`src/rtl/spmm_pe_scheduler_if.sv`:
```
// Entry stream, weight-load port, PE operand bus and result beat of spmm_pe_scheduler.
// master = scheduler side; slave = environment (entry source, PE pair, result sink).
interface spmm_pe_scheduler_if #(
  parameter int DATA_W = 16,
  parameter int ROW_W  = 7,
  parameter int COL_W  = 5
);
  logic              i_w_we;
  logic              i_w_bank;
  logic [COL_W-1:0]  i_w_addr;
  logic [DATA_W-1:0] i_w_data;
  logic              i_start;
  logic              i_valid;
  logic              o_in_ready;
  logic [ROW_W-1:0]  i_row;
  logic [COL_W-1:0]  i_col;
  logic [DATA_W-1:0] i_data;
  logic              i_last;
  logic              o_pe_ctrl;
  logic [DATA_W-1:0] o_pe_ipt;
  logic [DATA_W-1:0] o_pe1_wgt;
  logic [DATA_W-1:0] o_pe2_wgt;
  logic [DATA_W-1:0] i_pe1_result;
  logic [DATA_W-1:0] i_pe2_result;
  logic              o_valid;
  logic              i_out_ready;
  logic [ROW_W-1:0]  o_row;
  logic [DATA_W-1:0] o_res1;
  logic [DATA_W-1:0] o_res2;
  logic              o_done;

  modport master (
    input  i_w_we, i_w_bank, i_w_addr, i_w_data, i_start,
    input  i_valid, i_row, i_col, i_data, i_last,
    input  i_pe1_result, i_pe2_result, i_out_ready,
    output o_in_ready, o_pe_ctrl, o_pe_ipt, o_pe1_wgt, o_pe2_wgt,
    output o_valid, o_row, o_res1, o_res2, o_done
  );

  modport slave (
    output i_w_we, i_w_bank, i_w_addr, i_w_data, i_start,
    output i_valid, i_row, i_col, i_data, i_last,
    output i_pe1_result, i_pe2_result, i_out_ready,
    input  o_in_ready, o_pe_ctrl, o_pe_ipt, o_pe1_wgt, o_pe2_wgt,
    input  o_valid, o_row, o_res1, o_res2, o_done
  );
endinterface

```
`src/rtl/spmm_pe_scheduler.sv`:
```
// Row sequencer for the first-layer PE pair: streams sorted sparse entries into two lock-step PEs
// and emits one (row, res1, res2) beat per non-empty row. Define SCHED_STATS_EN for MAC/row counters.
module spmm_pe_scheduler #(
  parameter int DATA_W = 16,
  parameter int ROW_W  = 7,
  parameter int COL_W  = 5,
  parameter int PE_LAT = 1
) (
  input  logic                clk,
  input  logic                rst,
  spmm_pe_scheduler_if.master bus
`ifdef SCHED_STATS_EN
  ,
  output logic [15:0]         o_mac_cnt,
  output logic [ROW_W:0]      o_row_cnt
`endif
);
  localparam int CNT_W = $clog2(PE_LAT + 2);

  typedef enum logic [2:0] {
    S_IDLE,
    S_RUN,
    S_SETTLE,
    S_EMIT,
    S_CLEAR
  } state_e;

  state_e            state_q, state_d;
  logic              row_open_q, row_open_d;
  logic [ROW_W-1:0]  cur_row_q, cur_row_d;
  logic              pend_vld_q, pend_vld_d;
  logic [ROW_W-1:0]  pend_row_q, pend_row_d;
  logic [COL_W-1:0]  pend_col_q, pend_col_d;
  logic [DATA_W-1:0] pend_data_q, pend_data_d;
  logic              pend_last_q, pend_last_d;
  logic              iss_vld_q, iss_vld_d;
  logic [DATA_W-1:0] iss_data_q, iss_data_d;
  logic [CNT_W-1:0]  settle_cnt_q, settle_cnt_d;

  logic              rd_en;
  logic [COL_W-1:0]  rd_addr;
  logic              accept;
  logic              same_row;
  logic              w_we_ok;
  logic              start_acc;
  logic              beat_done;

  assign accept    = (state_q == S_RUN) && bus.i_valid;
  assign same_row  = !row_open_q || (bus.i_row == cur_row_q);
  assign w_we_ok   = (state_q == S_IDLE) && bus.i_w_we;
  assign start_acc = (state_q == S_IDLE) && bus.i_start;
  assign beat_done = (state_q == S_EMIT) && bus.i_out_ready;

  // Weight banks read one cycle ahead so the operand lines up with the issue stage.
  for (genvar gi = 0; gi < 2; gi++) begin : g_bank
    logic [DATA_W-1:0] mem [2**COL_W];
    logic [DATA_W-1:0] rd_q;
    always_ff @(posedge clk) begin
      if (w_we_ok && (bus.i_w_bank == 1'(gi))) begin
        mem[bus.i_w_addr] <= bus.i_w_data;
      end
      if (rd_en) begin
        rd_q <= mem[rd_addr];
      end
    end
  end

  always_comb begin
    state_d      = state_q;
    row_open_d   = row_open_q;
    cur_row_d    = cur_row_q;
    pend_vld_d   = pend_vld_q;
    pend_row_d   = pend_row_q;
    pend_col_d   = pend_col_q;
    pend_data_d  = pend_data_q;
    pend_last_d  = pend_last_q;
    iss_vld_d    = 1'b0;
    iss_data_d   = '0;
    settle_cnt_d = settle_cnt_q;
    rd_en        = 1'b0;
    rd_addr      = bus.i_col;

    case (state_q)
      S_IDLE: begin
        if (bus.i_start) begin
          state_d    = S_RUN;
          row_open_d = 1'b0;
          pend_vld_d = 1'b0;
        end
      end
      S_RUN: begin
        if (accept) begin
          settle_cnt_d = '0;
          if (same_row) begin
            iss_vld_d  = 1'b1;
            iss_data_d = bus.i_data;
            rd_en      = 1'b1;
            cur_row_d  = bus.i_row;
            row_open_d = 1'b1;
            if (bus.i_last) begin
              state_d = S_SETTLE;
            end
          end else begin
            // Any row change, upward or downward, closes the open row first.
            pend_vld_d  = 1'b1;
            pend_row_d  = bus.i_row;
            pend_col_d  = bus.i_col;
            pend_data_d = bus.i_data;
            pend_last_d = bus.i_last;
            state_d     = S_SETTLE;
          end
        end
      end
      S_SETTLE: begin
        if (settle_cnt_q == CNT_W'(PE_LAT)) begin
          state_d = S_EMIT;
        end else begin
          settle_cnt_d = settle_cnt_q + {{(CNT_W-1){1'b0}}, 1'b1};
        end
      end
      S_EMIT: begin
        if (bus.i_out_ready) begin
          state_d    = S_CLEAR;
          row_open_d = 1'b0;
        end
      end
      S_CLEAR: begin
        if (pend_vld_q) begin
          iss_vld_d    = 1'b1;
          iss_data_d   = pend_data_q;
          rd_en        = 1'b1;
          rd_addr      = pend_col_q;
          cur_row_d    = pend_row_q;
          row_open_d   = 1'b1;
          pend_vld_d   = 1'b0;
          settle_cnt_d = '0;
          state_d      = pend_last_q ? S_SETTLE : S_RUN;
        end else begin
          state_d = S_IDLE;
        end
      end
      default: state_d = S_IDLE;
    endcase
  end

  always_ff @(posedge clk or negedge rst) begin
    if (!rst) begin
      state_q      <= S_IDLE;
      row_open_q   <= 1'b0;
      cur_row_q    <= '0;
      pend_vld_q   <= 1'b0;
      pend_row_q   <= '0;
      pend_col_q   <= '0;
      pend_data_q  <= '0;
      pend_last_q  <= 1'b0;
      iss_vld_q    <= 1'b0;
      iss_data_q   <= '0;
      settle_cnt_q <= '0;
    end else begin
      state_q      <= state_d;
      row_open_q   <= row_open_d;
      cur_row_q    <= cur_row_d;
      pend_vld_q   <= pend_vld_d;
      pend_row_q   <= pend_row_d;
      pend_col_q   <= pend_col_d;
      pend_data_q  <= pend_data_d;
      pend_last_q  <= pend_last_d;
      iss_vld_q    <= iss_vld_d;
      iss_data_q   <= iss_data_d;
      settle_cnt_q <= settle_cnt_d;
    end
  end

  // An open row with an empty issue stage yields a bubble (ctrl=1, zero operands).
  assign bus.o_in_ready = (state_q == S_RUN);
  assign bus.o_pe_ctrl  = iss_vld_q || row_open_q;
  assign bus.o_pe_ipt   = iss_data_q;
  assign bus.o_pe1_wgt  = iss_vld_q ? g_bank[0].rd_q : '0;
  assign bus.o_pe2_wgt  = iss_vld_q ? g_bank[1].rd_q : '0;
  assign bus.o_valid    = (state_q == S_EMIT);
  assign bus.o_row      = (state_q == S_EMIT) ? cur_row_q : '0;
  assign bus.o_res1     = (state_q == S_EMIT) ? bus.i_pe1_result : '0;
  assign bus.o_res2     = (state_q == S_EMIT) ? bus.i_pe2_result : '0;
  assign bus.o_done     = (state_q == S_CLEAR) && !pend_vld_q;

`ifdef SCHED_STATS_EN
  logic [15:0]    mac_cnt_q, mac_cnt_d;
  logic [ROW_W:0] row_cnt_q, row_cnt_d;

  always_comb begin
    mac_cnt_d = mac_cnt_q;
    row_cnt_d = row_cnt_q;
    if (start_acc) begin
      mac_cnt_d = '0;
      row_cnt_d = '0;
    end else begin
      if (iss_vld_q && !(&mac_cnt_q)) begin
        mac_cnt_d = mac_cnt_q + 16'd1;
      end
      if (beat_done && !(&row_cnt_q)) begin
        row_cnt_d = row_cnt_q + {{ROW_W{1'b0}}, 1'b1};
      end
    end
  end

  always_ff @(posedge clk or negedge rst) begin
    if (!rst) begin
      mac_cnt_q <= '0;
      row_cnt_q <= '0;
    end else begin
      mac_cnt_q <= mac_cnt_d;
      row_cnt_q <= row_cnt_d;
    end
  end

  assign o_mac_cnt = mac_cnt_q;
  assign o_row_cnt = row_cnt_q;
`else
  logic unused_stats;
  assign unused_stats = start_acc ^ beat_done;
`endif
endmodule

```
`src/flat_wrapper.sv`:
```
// flat-port wrapper written by rule: the top's interface ports become plain ports
module spmm_pe_scheduler_flat 
#(
  parameter int DATA_W = 16,
  parameter int ROW_W  = 7,
  parameter int COL_W  = 5,
  parameter int PE_LAT = 1
)
  (clk, rst, bus_i_w_we, bus_i_w_bank, bus_i_w_addr, bus_i_w_data, bus_i_start, bus_i_valid, bus_i_row, bus_i_col, bus_i_data, bus_i_last, bus_i_pe1_result, bus_i_pe2_result, bus_i_out_ready, bus_o_in_ready, bus_o_pe_ctrl, bus_o_pe_ipt, bus_o_pe1_wgt, bus_o_pe2_wgt, bus_o_valid, bus_o_row, bus_o_res1, bus_o_res2, bus_o_done);
  spmm_pe_scheduler_if #(.DATA_W(DATA_W), .ROW_W(ROW_W), .COL_W(COL_W)) bus_i ();
  input  logic clk;
  input  logic rst;
  input wire logic [$bits(bus_i.i_w_we)-1:0] bus_i_w_we;
  input wire logic [$bits(bus_i.i_w_bank)-1:0] bus_i_w_bank;
  input wire logic [$bits(bus_i.i_w_addr)-1:0] bus_i_w_addr;
  input wire logic [$bits(bus_i.i_w_data)-1:0] bus_i_w_data;
  input wire logic [$bits(bus_i.i_start)-1:0] bus_i_start;
  input wire logic [$bits(bus_i.i_valid)-1:0] bus_i_valid;
  input wire logic [$bits(bus_i.i_row)-1:0] bus_i_row;
  input wire logic [$bits(bus_i.i_col)-1:0] bus_i_col;
  input wire logic [$bits(bus_i.i_data)-1:0] bus_i_data;
  input wire logic [$bits(bus_i.i_last)-1:0] bus_i_last;
  input wire logic [$bits(bus_i.i_pe1_result)-1:0] bus_i_pe1_result;
  input wire logic [$bits(bus_i.i_pe2_result)-1:0] bus_i_pe2_result;
  input wire logic [$bits(bus_i.i_out_ready)-1:0] bus_i_out_ready;
  output wire logic [$bits(bus_i.o_in_ready)-1:0] bus_o_in_ready;
  output wire logic [$bits(bus_i.o_pe_ctrl)-1:0] bus_o_pe_ctrl;
  output wire logic [$bits(bus_i.o_pe_ipt)-1:0] bus_o_pe_ipt;
  output wire logic [$bits(bus_i.o_pe1_wgt)-1:0] bus_o_pe1_wgt;
  output wire logic [$bits(bus_i.o_pe2_wgt)-1:0] bus_o_pe2_wgt;
  output wire logic [$bits(bus_i.o_valid)-1:0] bus_o_valid;
  output wire logic [$bits(bus_i.o_row)-1:0] bus_o_row;
  output wire logic [$bits(bus_i.o_res1)-1:0] bus_o_res1;
  output wire logic [$bits(bus_i.o_res2)-1:0] bus_o_res2;
  output wire logic [$bits(bus_i.o_done)-1:0] bus_o_done;
  assign bus_i.i_w_we = bus_i_w_we;
  assign bus_i.i_w_bank = bus_i_w_bank;
  assign bus_i.i_w_addr = bus_i_w_addr;
  assign bus_i.i_w_data = bus_i_w_data;
  assign bus_i.i_start = bus_i_start;
  assign bus_i.i_valid = bus_i_valid;
  assign bus_i.i_row = bus_i_row;
  assign bus_i.i_col = bus_i_col;
  assign bus_i.i_data = bus_i_data;
  assign bus_i.i_last = bus_i_last;
  assign bus_i.i_pe1_result = bus_i_pe1_result;
  assign bus_i.i_pe2_result = bus_i_pe2_result;
  assign bus_i.i_out_ready = bus_i_out_ready;
  assign bus_o_in_ready = bus_i.o_in_ready;
  assign bus_o_pe_ctrl = bus_i.o_pe_ctrl;
  assign bus_o_pe_ipt = bus_i.o_pe_ipt;
  assign bus_o_pe1_wgt = bus_i.o_pe1_wgt;
  assign bus_o_pe2_wgt = bus_i.o_pe2_wgt;
  assign bus_o_valid = bus_i.o_valid;
  assign bus_o_row = bus_i.o_row;
  assign bus_o_res1 = bus_i.o_res1;
  assign bus_o_res2 = bus_i.o_res2;
  assign bus_o_done = bus_i.o_done;
  spmm_pe_scheduler #(.DATA_W(DATA_W), .ROW_W(ROW_W), .COL_W(COL_W), .PE_LAT(PE_LAT)) u_core (.clk(clk), .rst(rst), .bus(bus_i));
endmodule
```
`config.mk`:
```
export PLATFORM = sky130hd
export DESIGN_NAME = spmm_pe_scheduler_flat
export DESIGN_NICKNAME = d
export VERILOG_FILES = /design/src/rtl/spmm_pe_scheduler_if.sv /design/src/rtl/spmm_pe_scheduler.sv /design/src/flat_wrapper.sv
export SDC_FILE = /design/constraint.sdc
export NUM_CORES = 1
export LEC_CHECK = 0
export CORE_ASPECT_RATIO = 1.1
export CORE_MARGIN = 3
export CORE_UTILIZATION = 30
export CTS_CLUSTER_SIZE = 14
export DETAILED_ROUTE_END_ITERATION = 6
export DONT_BUFFER_PORTS = 1
export SLEW_MARGIN = 5
export SYNTH_ARGS = -nofsm -noshare
export SYNTH_HDL_FRONTEND = slang
export SYNTH_SLANG_ARGS = --single-unit
```
`constraint.sdc`:
```
create_clock -name clk -period 6.1 [get_ports clk]
set_clock_uncertainty 0.05 [all_clocks]
set_input_delay 0.305 -clock clk [delete_from_list [all_inputs] [get_ports clk]]
set_output_delay 0.305 -clock clk [all_outputs]
set_load 0.05 [all_outputs]
```
==> results.yml, run 1 <==
sta:
  setup_violations: 0
  relSlewSlack_pct: 16.9
  worst_pin_slew_ps: 1250
  tns_ps: 0
  final-max-slew-violation-count: 0
  final_hold_viol_count: 0
  fin_crit_sh_pct: 70.0
  post-route-min-period_ps: 4270
  max_freq_mhz: 234
  setup_slack_ps: 1830
  rsz0062_at_grt: "false"
worst_setup_path:
  worstReg2RegEnd: "u_core.g_bank[1].rd_q[7]"
  cp-end-kind: "flip-flop"
  path_cells: "and4bb_4 > mux2_8 > buf_12 > mux2i_1 > a32oi_1 > a31oi_1 > nor4_1"
  cp_top_family: "multiplexers"
  timing.critical_path.buf_inv: 1
  rrSetupSlack_ps: 1830
  cpPeakStageDelay_ps: 800
  r2r_start: "u_core.state_q[2]"
  cp-start-kind: "flip-flop"
  cp.required_ps: 6460
  reg2reg_depth: 7
  crit_type: "flip-flop to flip-flop"
  slowest_stage: "and4bb_4"
  arrival_ps: 4630
  crit_fanout: 140
synthesis:
  postSynth.asyncResetShare_pct: 5.38
  synth_seq_cells: 1116
  syn_area_per_cell_sq_um: 14.0
  synth_edf_count: 1056
  syn_area_sq_mm: 0.0456
  yosys.area.top_type: "edfxtp_1"
  yosys_warnings: 0
  synth_top_area_share_pct: 69.5
  syn_inst: 3261
  seq_area_frac_synth_pct: 72.8
  post_synth_num_cell_types: 56
  syn-num-nets: 3351
  synthFlopType: "edfxtp_1"
  yosys-top-cells-area: "edfxtp_1 (69%), nand2_1 (4.8%), mux2i_1 (3.9%)"
cells_and_area:
  drive_gt1_share_pct: 10.6
  fillerInstances: 14200
  area_growth_syn_to_layout_pct: 15.1
  final_nets: 3409
routing:
  num_vias: 28700
  routed_via_density: 5.33
  wl_met1_um: 55200
  dr.pass1.iters: 5
  ant_nets: 0
  dr.first_iter.drc_count: 3037
  wl_met2_um: 64400
  drc: 0
  drt-total-wl_um: 134000
  wl_met3_um: 10400
  wl_per_cell_um: 24.8
  highest_layer: "met4"
global_routing:
  grt_pass1_wl_um: 193000
  antenna_found_initial: 9
  grt_max_degree: 141
  overflow: 0
  grt_pass1_vias: 27500
  grt_usage_pct: 16.5
power_and_ir_drop:
  finalPower_w: 0.0180
  peakVddDrop_uv: 230
  p_per_area_mw_per_mm2: 343
  p_leak_nw: 17.2
hold_path:
  hold_depth: 5
  hp-class: "input pin to flip-flop"
  holdCritStartpoint: "bus_i_start"
  hold_end: "u_core.row_open_q"
clock_tree:
  hold_buffers: 65
  cts_tree: "yes"
  h-tree-depth: 3
  clock_path_buffers: 3
  numCtsBuffers: 115
  clock_latency_ps: 690
  clk_pin_slew_ps: 60
  postCtsSetupRepairBufs: 0
  cts.sinks: 1116
  cts_resized: 0
  cts_root_buffer: "clkbuf_16"
placement:
  gp_congestion: 0.825
  portBuffers: 0
  dp_hpwl_um: 76700
  dp_slack_ps: 1880
floorplanning:
  coreArea_sq_mm: 0.150
  dieHeight_um: 415
  dieArea_sq_mm: 0.157
  rows: 149
  initial_core_util_pct: 30.3
  num_io_pins: 180
  die_w_um: 378
outcome:
  outcome: "finished clean"
job:
  cap_viol_max_count: 0
sequential cells by signal (all words and copies together) (netlist names):
register / cells
u_core.bus.o_pe_ipt: 16
u_core.cur_row_q: 7
u_core.g_bank.mem: 1024
u_core.g_bank.rd_q: 32
u_core.iss_vld_q: 1
u_core.pend_col_q: 5
u_core.pend_data_q: 16
u_core.pend_last_q: 1
u_core.pend_row_q: 7
u_core.pend_vld_q: 1
u_core.row_open_q: 1
u_core.settle_cnt_q: 2
u_core.state_q: 3
layout make-up:
cell class / count / area (sq um) / area share (%)
diodes: 6 / 15.0 / 0.0286
well taps: 1963 / 2460 / 4.67
repair buffers: 168 / 1760 / 3.35
clock inverters: 71 / 490 / 0.933
clock buffers: 145 / 3080 / 5.87
multi-input cells: 1905 / 11500 / 21.8
inverters: 13 / 48.8 / 0.0929
flip-flops and latches: 1116 / 33200 / 63.2
metal layers:
layer,vias up,GRT usage [%]
li1,12600,-
met1,14700,22.2
met2,1204,27.2
met3,181,2.92
met4,0,4.51
met5,-,0
placed cells by master (no fill, tap or decap), types with 67 or more instances in the layout:
master | Yosys | final
o22ai_1 | 70 | 70
edfxtp_1 | 1056 | 1056
a21oi_1 | 71 | 71
o21ai_0 | 67 | 67
nand3_1 | 253 | 253
nand2_1 | 579 | 577
clkbuf_16 | 0 | 118
buf_4 | 22 | 100
o221ai_1 | 113 | 113
and2_1 | 73 | 73
mux2i_1 | 176 | 173
nor2_1 | 143 | 133
cells in the mapped netlist (all sizes together) (2+ instances only):
| master | count |
|---|---|
| inv | 13 |
| o21a | 3 |
| a32oi | 39 |
| nand4 | 33 |
| nor4 | 29 |
| xor2 | 3 |
| or3b | 2 |
| mux4 | 12 |
| nand3b | 4 |
| mux2i | 177 |
| clkbuf | 113 |
| o41ai | 2 |
| o22a | 29 |
| o21ai | 67 |
| o22ai | 70 |
| a21oi | 71 |
| mux2 | 37 |
| a311oi | 3 |
| a31oi | 62 |
| o221ai | 113 |
| nand2 | 579 |
| edfxtp | 1056 |
| and3 | 3 |
| a2bb2oi | 2 |
| nand3 | 253 |
| or2 | 5 |
| a22o | 44 |
| nor2b | 8 |
| xnor2 | 4 |
| nor3b | 4 |
| buf | 114 |
| or3 | 3 |
| nor3 | 9 |
| nand2b | 5 |
| dfrtp | 60 |
| a211oi | 3 |
| nor2 | 144 |
| and2 | 73 |
per-stage QoR:
step	hold WS [ps]	utilization (%)	area (sq um)	instances
finish	48.8	34.9	52500	5387
global route	64.2	34.9	52500	5386
CTS	6.17	34.9	52500	5381
detailed placement	-39.2	31.9	48000	5100
global placement	-39.2	31.9	48000	5100
floorplan	-40.6	-	45600	3261
power breakdown:
part | internal [W] | total, W | switching (W)
combinational | 0.000694 | 0.00248 | 0.00179
clock | 0.00378 | 0.00667 | 0.00289
sequential | 0.00863 | 0.00889 | 0.000266
cells by family (layout without fill, tap and decap cells):
kind of cell	Yosys count	count (layout)	synth area share, %
xor gates and xnor gates	7	7	0.134
adders and majority gates	1	1	0.0274
AOI/OAI and AO/OA	511	511	7.93
and+or+nand+nor	1160	1160	11.3
DFF	1116	1116	72.8
other	0	6	0
buffers and inverters	240	397	2.40
muxes	226	226	5.41
worst min-delay path, cell delays in order:
cell and delay (ps):
nor3_1 30, a21oi_1 110, nor2_1 70, o21ai_0 160, nand3_1 70
worst max path at each step:
stage	startpoint	to	cells past startpoint
after floorplan	u_core.state_q[2]	u_core.g_bank[0].rd_q[0]	7
after global placement	u_core.state_q[2]	u_core.g_bank[1].rd_q[7]	7
after detailed placement	u_core.state_q[2]	u_core.g_bank[1].rd_q[7]	7
after CTS	u_core.state_q[2]	u_core.g_bank[1].rd_q[7]	7
after global routing	u_core.state_q[2]	u_core.g_bank[1].rd_q[9]	7
final	u_core.state_q[2]	u_core.g_bank[1].rd_q[7]	7
Note: power is estimated with default switching activity, not from simulation.
==> run 2: changes to the inputs <==
==> constraint.sdc (replaced) <==
create_clock -name clk -period 4.25 [get_ports clk]
set_clock_uncertainty 0.05 [all_clocks]
set_input_delay 0.2125 -clock clk [delete_from_list [all_inputs] [get_ports clk]]
set_output_delay 0.2125 -clock clk [all_outputs]
set_load 0.05 [all_outputs]
==> results.yml, run 2 (synthesis results as in run 1) <==
power_and_ir_drop:
  p_leak_nw: 17.4
  p_per_area_mw_per_mm2: 491
  comb_power_share_pct: 14.1
  clkPwrFrac_pct: 36.7
  seq_power_share_pct: 49.2
  switching_share_pct: 27.5
  peakVddDrop_uv: 346
  p_int_w: 0.0189
  power_switching_w: 0.00717
floorplanning:
  dieArea_sq_mm: 0.157
  die_w_um: 378
  initial_core_util_pct: 30.3
  dieHeight_um: 415
  coreArea_sq_mm: 0.150
  num_io_pins: 180
  rows: 149
sta:
  final-max-slew-violation-count: 0
  max_freq_mhz: 270
  fin_crit_sh_pct: 87.2
  setup_violations: 0
  final_hold_viol_count: 0
  relSlewSlack_pct: 32.2
  worst_pin_slew_ps: 1020
  tns_ps: 0
  rsz0062_at_grt: "false"
  post-route-min-period_ps: 3710
  holdWs_ps: 46.4
routing:
  dr.pass1.iters: 5
  ant_nets: 0
  num_vias: 29200
  drt-total-wl_um: 138000
  wl_per_cell_um: 25.4
  drc: 0
  dr.first_iter.drc_count: 3505
  routed_via_density: 5.38
global_routing:
  met2_usage_pct: 28.2
  overflow: 0
  grt.met1_usage_pct: 22.9
  grt_max_degree: 81
  busiest_layer: "met2"
  grt_use_met3_pct: 2.87
  grt_pass1_vias: 28200
  grt_usage_pct: 17.1
  grt_pass1_wl_um: 199000
  antenna_found_initial: 10
clock_tree:
  clock_path_buffers: 3
  cts_tree: "yes"
  clock_latency_ps: 690
  numCtsBuffers: 114
  h-tree-depth: 3
  cts_resized: 0
  cts.sinks: 1116
  cts_root_buffer: "clkbuf_16"
  hold_buffers: 67
  clk_pin_slew_ps: 60
  postCtsSetupRepairBufs: 0
job:
  cap_viol_max_count: 0
cells_and_area:
  fin_area_sq_mm: 0.0530
  seq_area_sq_mm: 0.0332
  top_register: "u_core.g_bank.mem"
  multiInputGateArea_sq_mm: 0.0115
  final_nets: 3456
  reg_top3: "u_core.g_bank.mem: 1024 flops, u_core.g_bank.rd_q: 32 flops"
  largest_reg_flops: 1024
  drive_gt1_share_pct: 11.6
  fillerInstances: 14200
  layout_common_cells: "edfxtp_1 (1056), nand2_1 (577), nand3_1 (253)"
  final_common_cell: "edfxtp_1"
  area_growth_syn_to_layout_pct: 16.2
  fin_util_pct: 35.2
worst_setup_path:
  rrSetupSlack_ps: 540
  cp_top_family: "simple AND/OR/NAND/NOR gates"
  arrival_ps: 4150
  timing.critical_path.buf_inv: 2
  cp-start-kind: "flip-flop"
  cp-end-kind: "flip-flop"
  r2r_start: "u_core.state_q[1]"
  crit_fanout: 78
  worstReg2RegEnd: "u_core.g_bank[1].rd_q[12]"
  reg2reg_depth: 8
  crit_type: "flip-flop to flip-flop"
  slowest_stage: "and4bb_4"
  path_depth: 8
  path_cells: "and4bb_4 > mux2_8 > buf_12 > buf_4 > nand2_1 > nand3_1 > nand4_1 > nor4_1"
  cpPeakStageDelay_ps: 700
  cp.required_ps: 4690
placement:
  placed_area_sq_mm: 0.0485
  dp_hpwl_um: 81900
  gp_congestion: 0.844
  portBuffers: 0
outcome:
  outcome: "finished clean"
hold_path:
  hp-class: "input pin to asynchronous set/reset pin"
==> run 2: cell count changes in the layout (fill, tap and decap cells not counted), sizes merged <==
cell / before / now
buf: 120 / 166
bufinv: 5 / 6
clkbuf: 145 / 152
clkinv: 62 / 43
diode: 6 / 2
dlygate4sd3: 48 / 50
==> run 2: how the worst max path moves through the flow <==
stage / startpoint / slack [ps] / endpoint
after floorplan: u_core.state_q[2] / 1140 / u_core.g_bank[0].rd_q[0]
final: u_core.state_q[1] / 540 / u_core.g_bank[1].rd_q[12]
after CTS: u_core.state_q[1] / 470 / u_core.g_bank[1].rd_q[11]
after detailed placement: u_core.state_q[1] / 490 / u_core.g_bank[1].rd_q[11]
after global routing: u_core.state_q[1] / 310 / u_core.g_bank[1].rd_q[12]
after global placement: u_core.state_q[1] / 580 / u_core.g_bank[1].rd_q[11]
==> run 2: stage by stage <==
| step | std cells | total power, W | setup slack, ps |
|---|---|---|---|
| floorplan | 3261 | 0.0154 | 1140 |
| global placement | 5146 | 0.0164 | 580 |
| detailed placement | 5146 | 0.0164 | 489 |
| CTS | 5418 | 0.0262 | 469 |
| global route | 5420 | 0.0269 | 310 |
| finish | 5420 | 0.0261 | 545 |
==> run 2: final cells by class <==
type,instances,share of cell area [%]
clock buffers,152,5.82
well taps,1963,4.63
multi-input cells,1905,21.6
diodes,2,0.00944
flip-flops and latches,1116,62.6
repair buffers,216,4.36
clock inverters,53,0.819
inverters,13,0.0920
==> run 2: power groups by stage <==
| stage | Sequential, W | Combinational (W) | Clock (W) |
|---|---|---|---|
| global route | 0.0128 | 0.00389 | 0.0101 |
| finish | 0.0128 | 0.00367 | 0.00957 |
| floorplan | 0.0128 | 0.00255 | 0 |
| CTS | 0.0128 | 0.00367 | 0.00968 |
| detailed placement | 0.0130 | 0.00335 | 0 |
| global placement | 0.0130 | 0.00334 | 0 |
==> run 2: layer usage <==
metal	vias up	wire length, um
li1	12700	-
met1	14900	55200
met2	1309	66400
met3	208	11300
met4	2	4610
met5	-	13
